===== config.mk =====
export PLATFORM = sky130hd
export DESIGN_NAME = io_port_responder_flat
export DESIGN_NICKNAME = d
export VERILOG_FILES = /design/src/rtl/io_port_responder_if.sv /design/src/rtl/io_port_responder.sv /design/src/flat_wrapper.sv
export SDC_FILE = /design/constraint.sdc
export NUM_CORES = 1
export LEC_CHECK = 0
export CORE_ASPECT_RATIO = 0.8
export CORE_MARGIN = 4
export CORE_UTILIZATION = 43
export DETAILED_ROUTE_END_ITERATION = 6
export HOLD_SLACK_MARGIN = 0.1
export PLACE_DENSITY_LB_ADDON = 0.25
export REMOVE_ABC_BUFFERS = 1
export SYNTH_ARGS = -nofsm -noshare
export SYNTH_HDL_FRONTEND = slang
export SYNTH_SLANG_ARGS = --single-unit

===== constraint.sdc =====
create_clock -name clk -period 2.45 [get_ports clk]
set_clock_uncertainty 0.2 [all_clocks]
set_input_delay 0.6125 -clock clk [delete_from_list [all_inputs] [get_ports clk]]
set_output_delay 0.6125 -clock clk [all_outputs]
set_load 0.02 [all_outputs]

===== src/rtl/io_port_responder_if.sv =====
// Handshake/bus bundle between the control unit + board I/O (master) and the
// IN/OUT port responder (slave).
interface io_port_responder_if #(
  parameter int DATA_W = 32,
  parameter int SW_W   = 16
);
  logic              in_req;
  logic              in_ready;
  logic [DATA_W-1:0] in_data;
  logic [SW_W-1:0]   sw;
  logic              enter_btn;
  logic              new_out;
  logic [DATA_W-1:0] out_data;
  logic [DATA_W-1:0] display;
  logic              out_strobe;
  logic              waiting;
  logic              wake_up;

  modport master (
    output in_req, sw, enter_btn, new_out, out_data,
    input  in_ready, in_data, display, out_strobe, waiting, wake_up
  );

  modport slave (
    input  in_req, sw, enter_btn, new_out, out_data,
    output in_ready, in_data, display, out_strobe, waiting, wake_up
  );
endinterface


===== src/rtl/io_port_responder.sv =====
// Peripheral end of the IN/OUT handshake: debounced enter button, switch capture,
// OUT display latch and HALT wake-up. Define IN_SIGN_EXT_EN to sign-extend sw.
module io_port_responder #(
  parameter int DATA_W          = 32,
  parameter int SW_W            = 16,
  parameter int DEBOUNCE_CYCLES = 50000,
  parameter int CNT_W           = 16
) (
  input  logic                clk,
  input  logic                rst_n,
  io_port_responder_if.slave  bus
);

  typedef enum logic [1:0] {IDLE, WAIT_PRESS, READY} state_t;

  state_t            r_state, w_state_nxt;
  logic              r_sync1, r_sync2, r_deb, r_press;
  logic [CNT_W-1:0]  r_cnt;
  logic              w_settle;
  logic              w_capture, w_wake;
  logic [DATA_W-1:0] w_sw_ext;
  logic [DATA_W-1:0] r_in_data;
  logic [DATA_W-1:0] r_display;
  logic              r_out_strobe;

  // Level flips on the cycle the counter has already seen DEBOUNCE_CYCLES mismatches.
  assign w_settle = (r_sync2 != r_deb) && (r_cnt == CNT_W'(DEBOUNCE_CYCLES));

  always_ff @(posedge clk or negedge rst_n) begin
    if (!rst_n) begin
      r_sync1 <= 1'b0;
      r_sync2 <= 1'b0;
      r_deb   <= 1'b0;
      r_cnt   <= '0;
      r_press <= 1'b0;
    end else begin
      r_sync1 <= bus.enter_btn;
      r_sync2 <= r_sync1;
      r_press <= w_settle && r_sync2;
      if (r_sync2 == r_deb) begin
        r_cnt <= '0;
      end else if (w_settle) begin
        r_deb <= r_sync2;
        r_cnt <= '0;
      end else begin
        r_cnt <= r_cnt + 1'b1;
      end
    end
  end

  always_comb begin
`ifdef IN_SIGN_EXT_EN
    w_sw_ext = {DATA_W{bus.sw[SW_W-1]}};
`else
    w_sw_ext = '0;
`endif
    w_sw_ext[SW_W-1:0] = bus.sw;
  end

  always_ff @(posedge clk or negedge rst_n) begin
    if (!rst_n) r_state <= IDLE;
    else        r_state <= w_state_nxt;
  end

  always_comb begin
    w_state_nxt = r_state;
    w_capture   = 1'b0;
    w_wake      = 1'b0;
    unique case (r_state)
      IDLE: begin
        w_wake = r_press;
        if (bus.in_req) w_state_nxt = WAIT_PRESS;
      end
      WAIT_PRESS: begin
        if (r_press) begin
          w_capture   = 1'b1;
          w_state_nxt = READY;
        end else if (!bus.in_req) begin
          w_state_nxt = IDLE;
        end
      end
      READY: begin
        if (!bus.in_req) w_state_nxt = IDLE;
      end
      default: w_state_nxt = IDLE;
    endcase
  end

  always_ff @(posedge clk or negedge rst_n) begin
    if (!rst_n) begin
      r_in_data    <= '0;
      r_display    <= '0;
      r_out_strobe <= 1'b0;
    end else begin
      if (w_capture) r_in_data <= w_sw_ext;
      if (bus.new_out) r_display <= bus.out_data;
      r_out_strobe <= bus.new_out;
    end
  end

  assign bus.in_ready   = (r_state == READY);
  assign bus.waiting    = (r_state == WAIT_PRESS);
  assign bus.wake_up    = w_wake;
  assign bus.in_data    = r_in_data;
  assign bus.display    = r_display;
  assign bus.out_strobe = r_out_strobe;

endmodule


===== src/flat_wrapper.sv =====
// flat-port wrapper written by rule: the top's interface ports become plain ports
module io_port_responder_flat 
#(
  parameter int DATA_W          = 32,
  parameter int SW_W            = 16,
  parameter int DEBOUNCE_CYCLES = 50000,
  parameter int CNT_W           = 16
)
  (clk, rst_n, bus_in_req, bus_sw, bus_enter_btn, bus_new_out, bus_out_data, bus_in_ready, bus_in_data, bus_display, bus_out_strobe, bus_waiting, bus_wake_up);
  io_port_responder_if #(.DATA_W(DATA_W), .SW_W(SW_W)) bus_i ();
  input  logic clk;
  input  logic rst_n;
  input wire logic [$bits(bus_i.in_req)-1:0] bus_in_req;
  input wire logic [$bits(bus_i.sw)-1:0] bus_sw;
  input wire logic [$bits(bus_i.enter_btn)-1:0] bus_enter_btn;
  input wire logic [$bits(bus_i.new_out)-1:0] bus_new_out;
  input wire logic [$bits(bus_i.out_data)-1:0] bus_out_data;
  output wire logic [$bits(bus_i.in_ready)-1:0] bus_in_ready;
  output wire logic [$bits(bus_i.in_data)-1:0] bus_in_data;
  output wire logic [$bits(bus_i.display)-1:0] bus_display;
  output wire logic [$bits(bus_i.out_strobe)-1:0] bus_out_strobe;
  output wire logic [$bits(bus_i.waiting)-1:0] bus_waiting;
  output wire logic [$bits(bus_i.wake_up)-1:0] bus_wake_up;
  assign bus_i.in_req = bus_in_req;
  assign bus_i.sw = bus_sw;
  assign bus_i.enter_btn = bus_enter_btn;
  assign bus_i.new_out = bus_new_out;
  assign bus_i.out_data = bus_out_data;
  assign bus_in_ready = bus_i.in_ready;
  assign bus_in_data = bus_i.in_data;
  assign bus_display = bus_i.display;
  assign bus_out_strobe = bus_i.out_strobe;
  assign bus_waiting = bus_i.waiting;
  assign bus_wake_up = bus_i.wake_up;
  io_port_responder #(.DATA_W(DATA_W), .SW_W(SW_W), .DEBOUNCE_CYCLES(DEBOUNCE_CYCLES), .CNT_W(CNT_W)) u_core (.clk(clk), .rst_n(rst_n), .bus(bus_i));
endmodule

== Word-level counts from Yosys, hierarchy flattened ==
Cells that the tools add are included.
Word-level totals
  ROM bits: 0
  input bits: 53
  RAM bits: 0
  latch bits: 0
  memories kept: 0
  logic and storage cells: 30
  bits in registers: 71
Operators by class
  multiplexer cells: 9
  equal/unequal tests: 6
  shifts and indexed selects: 0
  add/sub/neg operators: 1
  multiply operators: 0
  magnitude comparators: 0
  bitwise operators: 1
  reductions and logical operators: 4
  div/mod/pow operators: 0
Operator list (count)
  16-bit two-way mux: 2
  16-bit by 1-bit adder with 16-bit output (second input constant): 1
  16-bit == test (second input constant): 1
  2-bit two-way mux: 3
  2-bit one-hot mux with 3 select lines: 1
  1-bit two-way mux: 3
  2-bit by 1-bit == test with 1-bit output (second input constant): 1
  2-bit == test (second input constant): 1
  1-bit logical AND: 2
  2-bit logical NOT: 1
  2-bit != test (second input constant): 1
  2-bit AND reduction: 1
  1-bit == test: 1
  1-bit != test: 1
  1-bit inverter: 1

== Longest topological paths before layout ==
  depth in word-level cells: 4
  mapped depth: 7

== Worst setup path before layout ==
OpenSTA, ideal clock, no wires.
  path kind: input-to-reg
  start: input port bus_new_out
  end: register u_core.r_display[0], in the netlist u_core.bus.display[0]
  setup time: 0.125 ns
  cell stages on the path: 3
  data required time: 2.125 ns
  arrival: 1.488 ns
  setup slack: 0.637 ns
  path through: clkbuf_1 buf_1 mux2_2
RTL lines
  start: declaration: RTL line flat_wrapper.sv:16  | input wire logic [$bits(bus_i.new_out)-1:0] bus_new_out;
  end signal: assignment: RTL line io_port_responder.sv:96  | if (bus.new_out) r_display <= bus.out_data;
  end: declaration: RTL line io_port_responder.sv:23  | logic [DATA_W-1:0] r_display;
No word-level cell between the ends.

== Worst setup path in the final report ==
  start: register u_core.r_state[0]
  end: output port bus_waiting
Between the ends
  word-level cells in the longest chain between the ends: 1
RTL lines
  start: declaration: RTL line io_port_responder.sv:16  | state_t r_state, w_state_nxt;
  start signal: assignment: RTL line io_port_responder.sv:62  | else r_state <= w_state_nxt;
  2-bit by 1-bit == test with 1-bit output: RTL line io_port_responder.sv:102  | assign bus.waiting = (r_state == WAIT_PRESS);
  end: declaration: RTL line flat_wrapper.sv:22  | output wire logic [$bits(bus_i.waiting)-1:0] bus_waiting;
No other way between the ends.

==> summary.md <==
| Metric | Value |
|---|---|
| Initial antenna violation count | 0 |
| Share of the synthesized area in the top cell type | 0.600 |
| Arrival @ worst endpoint | approximately 1500 ps |
| CP bufs+invs | 1 |
| Crit path capture type | output pin |
| Vias in the first global route | just under 2000 |
| DRC | 0 |
| Vias | 1988 |
| All-Layer GR Usage | 0.165 |
| Fin crit share | 0.944 |
| Final Critical Period | 2310 ps |
| Initial DRC Count | 53 |
| Die ar. | 0.00828 mm2 |
| Crit-path max cell delay | between 600 and 700 ps |
| Ports | roughly 120 |
| Routed len/inst | approximately 15 um |
| Max Cap Viol | 0 |
| Cell breakdown of the critical path | nor2b_1, clkdlybuf4s50_1 |
| Sequential area share after synthesis | 0.600 |
| Final Slew Violations | 0 |
| Cts bufs inserted | 9 |
| Leakage Power | ~1.9 nW |
| Root buffer cell | clkbuf_8 |
| # rows | 26 |
| Worst-skew pair later-pin latency | between 300 and 400 ps |
| Die Span Y | 82.2 um |
| Peak Freq | around 430 MHz |
| Total iterations of the first detailed-routing run | 4 |
| Most common cell in the netlist | dfrtp_1 |
| Starting Density | 0.453 |
| # diodes | 0 |
| Synth warn | 0 |
| Pwr dens | around 670 mW/mm2 |
| Synth Area per Inst | between 10 and 15 um2 |
| Share of layout cells above drive strength 1 | 0.214 |
| Combinational Power Share | 0.161 |
| Fill cells | 527 |
| Fin Setup TNS | 0 ps |
| Synth Flop Type | dfrtp_1 |
| Design area | ~0.0043 mm2 |
| Status | finished, final reports clean |
| Clock Power Share | 0.390 |
| Setup-failing EPs final | 0 |
| Power Internal | between 2 and 2.5 mW |
| Net Sw Power | ~0.67 mW |
| Post-synthesis register bit count | slightly above 70 |
| Fin. Hold Viols | 0 |
| PnR worst setup slack | about 140 ps |
| CP max stage cell | clkdlybuf4s50_1 |
| Maximum number of pins on one net before global-route repair | 62 |
| Top cells by area, synth | dfrtp_1 60%, mux2_2 19%, buf_4 4.1%, xnor2_1 3.0%, nor2_1 2.0% |
| Top cell family by delay on the critical path | buffers and inverters |
| H-tree levels | 3 |
| WL final | ~6400 um |
| Worst EP required | around 1600 ps |
| Via density | around 4.7 |
| Sw Share | 0.234 |
| Die width | 101 um |
| CP Class | reg2out |
| Crit start category | register |
| ANT nets after route | 0 |
| Synth top cells by count | 71 x dfrtp_1, 49 x mux2_2, 16 x buf_4, 16 x nor2_1, 10 x xnor2_1 |
| Async S/R FF share, synth | 1.00 |
| Clk sinks | 71 |
| Global-route wire length before repair | 10400 um |
| Placed Area | around 0.0041 mm2 |
| Seq pwr share | 0.449 |
| Mapped cell area | 0.00296 mm2 |
| Hold Path Class | reg2reg |
| Unique cell type count in the Yosys netlist | 32 |
| Clk pin slew, worst setup/hold paths | around 70 ps |
| Crit Path Max Fanout | 5 |
| Post-CTS Setup Repair Bufs | 0 |
| Max VDD drop | 445 uV |
| Core Footprint | around 0.0065 mm2 |
| FF-to-FF setup slack | between 500 and 600 ps |
| HPWL Detailed | between 4000 and 5000 um |
| CTS tree | yes |
| Final core occ | 0.660 |
| Clk buf depth | 2 |
| Setup slack at placement | between 300 and 400 ps |
| Area Growth Syn to Fin | 45.8% |
| RSZ-0062 raised after global routing | false |
| Cells after synthesis | 219 |
| Nets | 386 |
| Post-synth top area cell | dfrtp_1 |
| Post-synth EDFFs | 0 |
| Grt ovf | 0 |
| Routability cong. | roughly 0.79 |
| # port buffers | ~100 |
path summary, 6_finish.rpt:
check / from / end / cells past startpoint
worst max-delay path: u_core.r_state[0]$_DFFE_PN0P_ / bus_waiting / 2
worst min-delay path: u_core.r_sync1$_DFF_PN0_ / u_core.r_sync2$_DFF_PN0_ / 0
worst max register to register: u_core.r_cnt[4]$_DFF_PN0_ / u_core.r_cnt[9]$_DFF_PN0_ / 4
worst min register to register: u_core.r_sync1$_DFF_PN0_ / u_core.r_sync2$_DFF_PN0_ / 0
max in group asynchronous: rst_n / u_core.bus.in_data[8]$_DFFE_PN0P_ / 3
min in group asynchronous: rst_n / u_core.r_cnt[3]$_DFF_PN0_ / 2
power groups by stage:
stage	combinational (mW)	clock, mW	sequential (mW)
5_1_grt	0.493	1.21	1.30
3_3_place_gp	0.462	0	1.31
3_5_place_dp	0.468	0	1.31
2_1_floorplan	0.101	0	1.39
4_1_cts	0.471	1.15	1.29
6_report	0.462	1.12	1.29
per-layer routing:
metal | GRT usage | part of all wire | vias to the layer above
met4 | 0.0458 | 0.013 | 0
met3 | 0.0563 | 0.087 | 11
li1 | - | - | 942
met1 | 0.199 | 0.40 | 965
met2 | 0.285 | 0.50 | 70
met5 | 0 | 0 | -
timing repair:
item	CTS	global route
resized for setup	1	1
hold buffers	1	0
endpoints found under the hold margin	10	0
setup endpoints to repair	1	1
stage by stage:
stage	instances	power (mW)	hold slack, ps
6_report	420	2.87	150
5_1_grt	420	3.00	159
4_1_cts	420	2.91	152
3_5_place_dp	403	1.78	136
3_3_place_gp	403	1.77	144
2_1_floorplan	212	1.49	117
flip-flops by register name, summed over array words and instances, names as in the netlist:
name and cells:
u_core.bus.display 32, u_core.bus.in_data 16, u_core.bus.out_strobe 1, u_core.r_cnt 16
u_core.r_deb 1, u_core.r_press 1, u_core.r_state 2, u_core.r_sync1 1
u_core.r_sync2 1
cells by family after synthesis:
kind of cell | synth area share
flip-flops | 0.600
AND/OR/NAND/NOR | 0.0998
multiplexers | 0.186
buffers and inverters | 0.0554
XOR/XNOR | 0.0414
AO/OA/AOI/OAI | 0.00677
adder cells (fa/ha/maj) | 0.00846
other | 0.00127
cell type report:
cell class / instances / area (um2) / area share
flip-flops and latches: 71 / 1780 / 0.412
well taps: 84 / 105 / 0.0244
multi-input cells: 136 / 1070 / 0.249
clock inverters: 6 / 108 / 0.0249
repair buffers: 108 / 1090 / 0.254
clock buffers: 10 / 138 / 0.0319
inverters: 5 / 18.8 / 0.00435
cells in the final DEF, fill, tap and decap left out, types with 2 or more instances in the layout:
cell               n
nor3_1             4
nor2_1            16
bufinv_16          3
and3_1             2
buf_12             2
mux2_2            49
nand2_1            5
nor4_1             2
dfrtp_1           71
ha_1               2
conb_1            16
xnor2_1           10
clkbuf_8          10
inv_1              5
clkinv_2           2
nand4_1            3
nor3b_1            2
nand3_1            7
xor2_1             4
nor2b_1            2
clkdlybuf4s50_1  101
(Power assumes the default switching activity.)
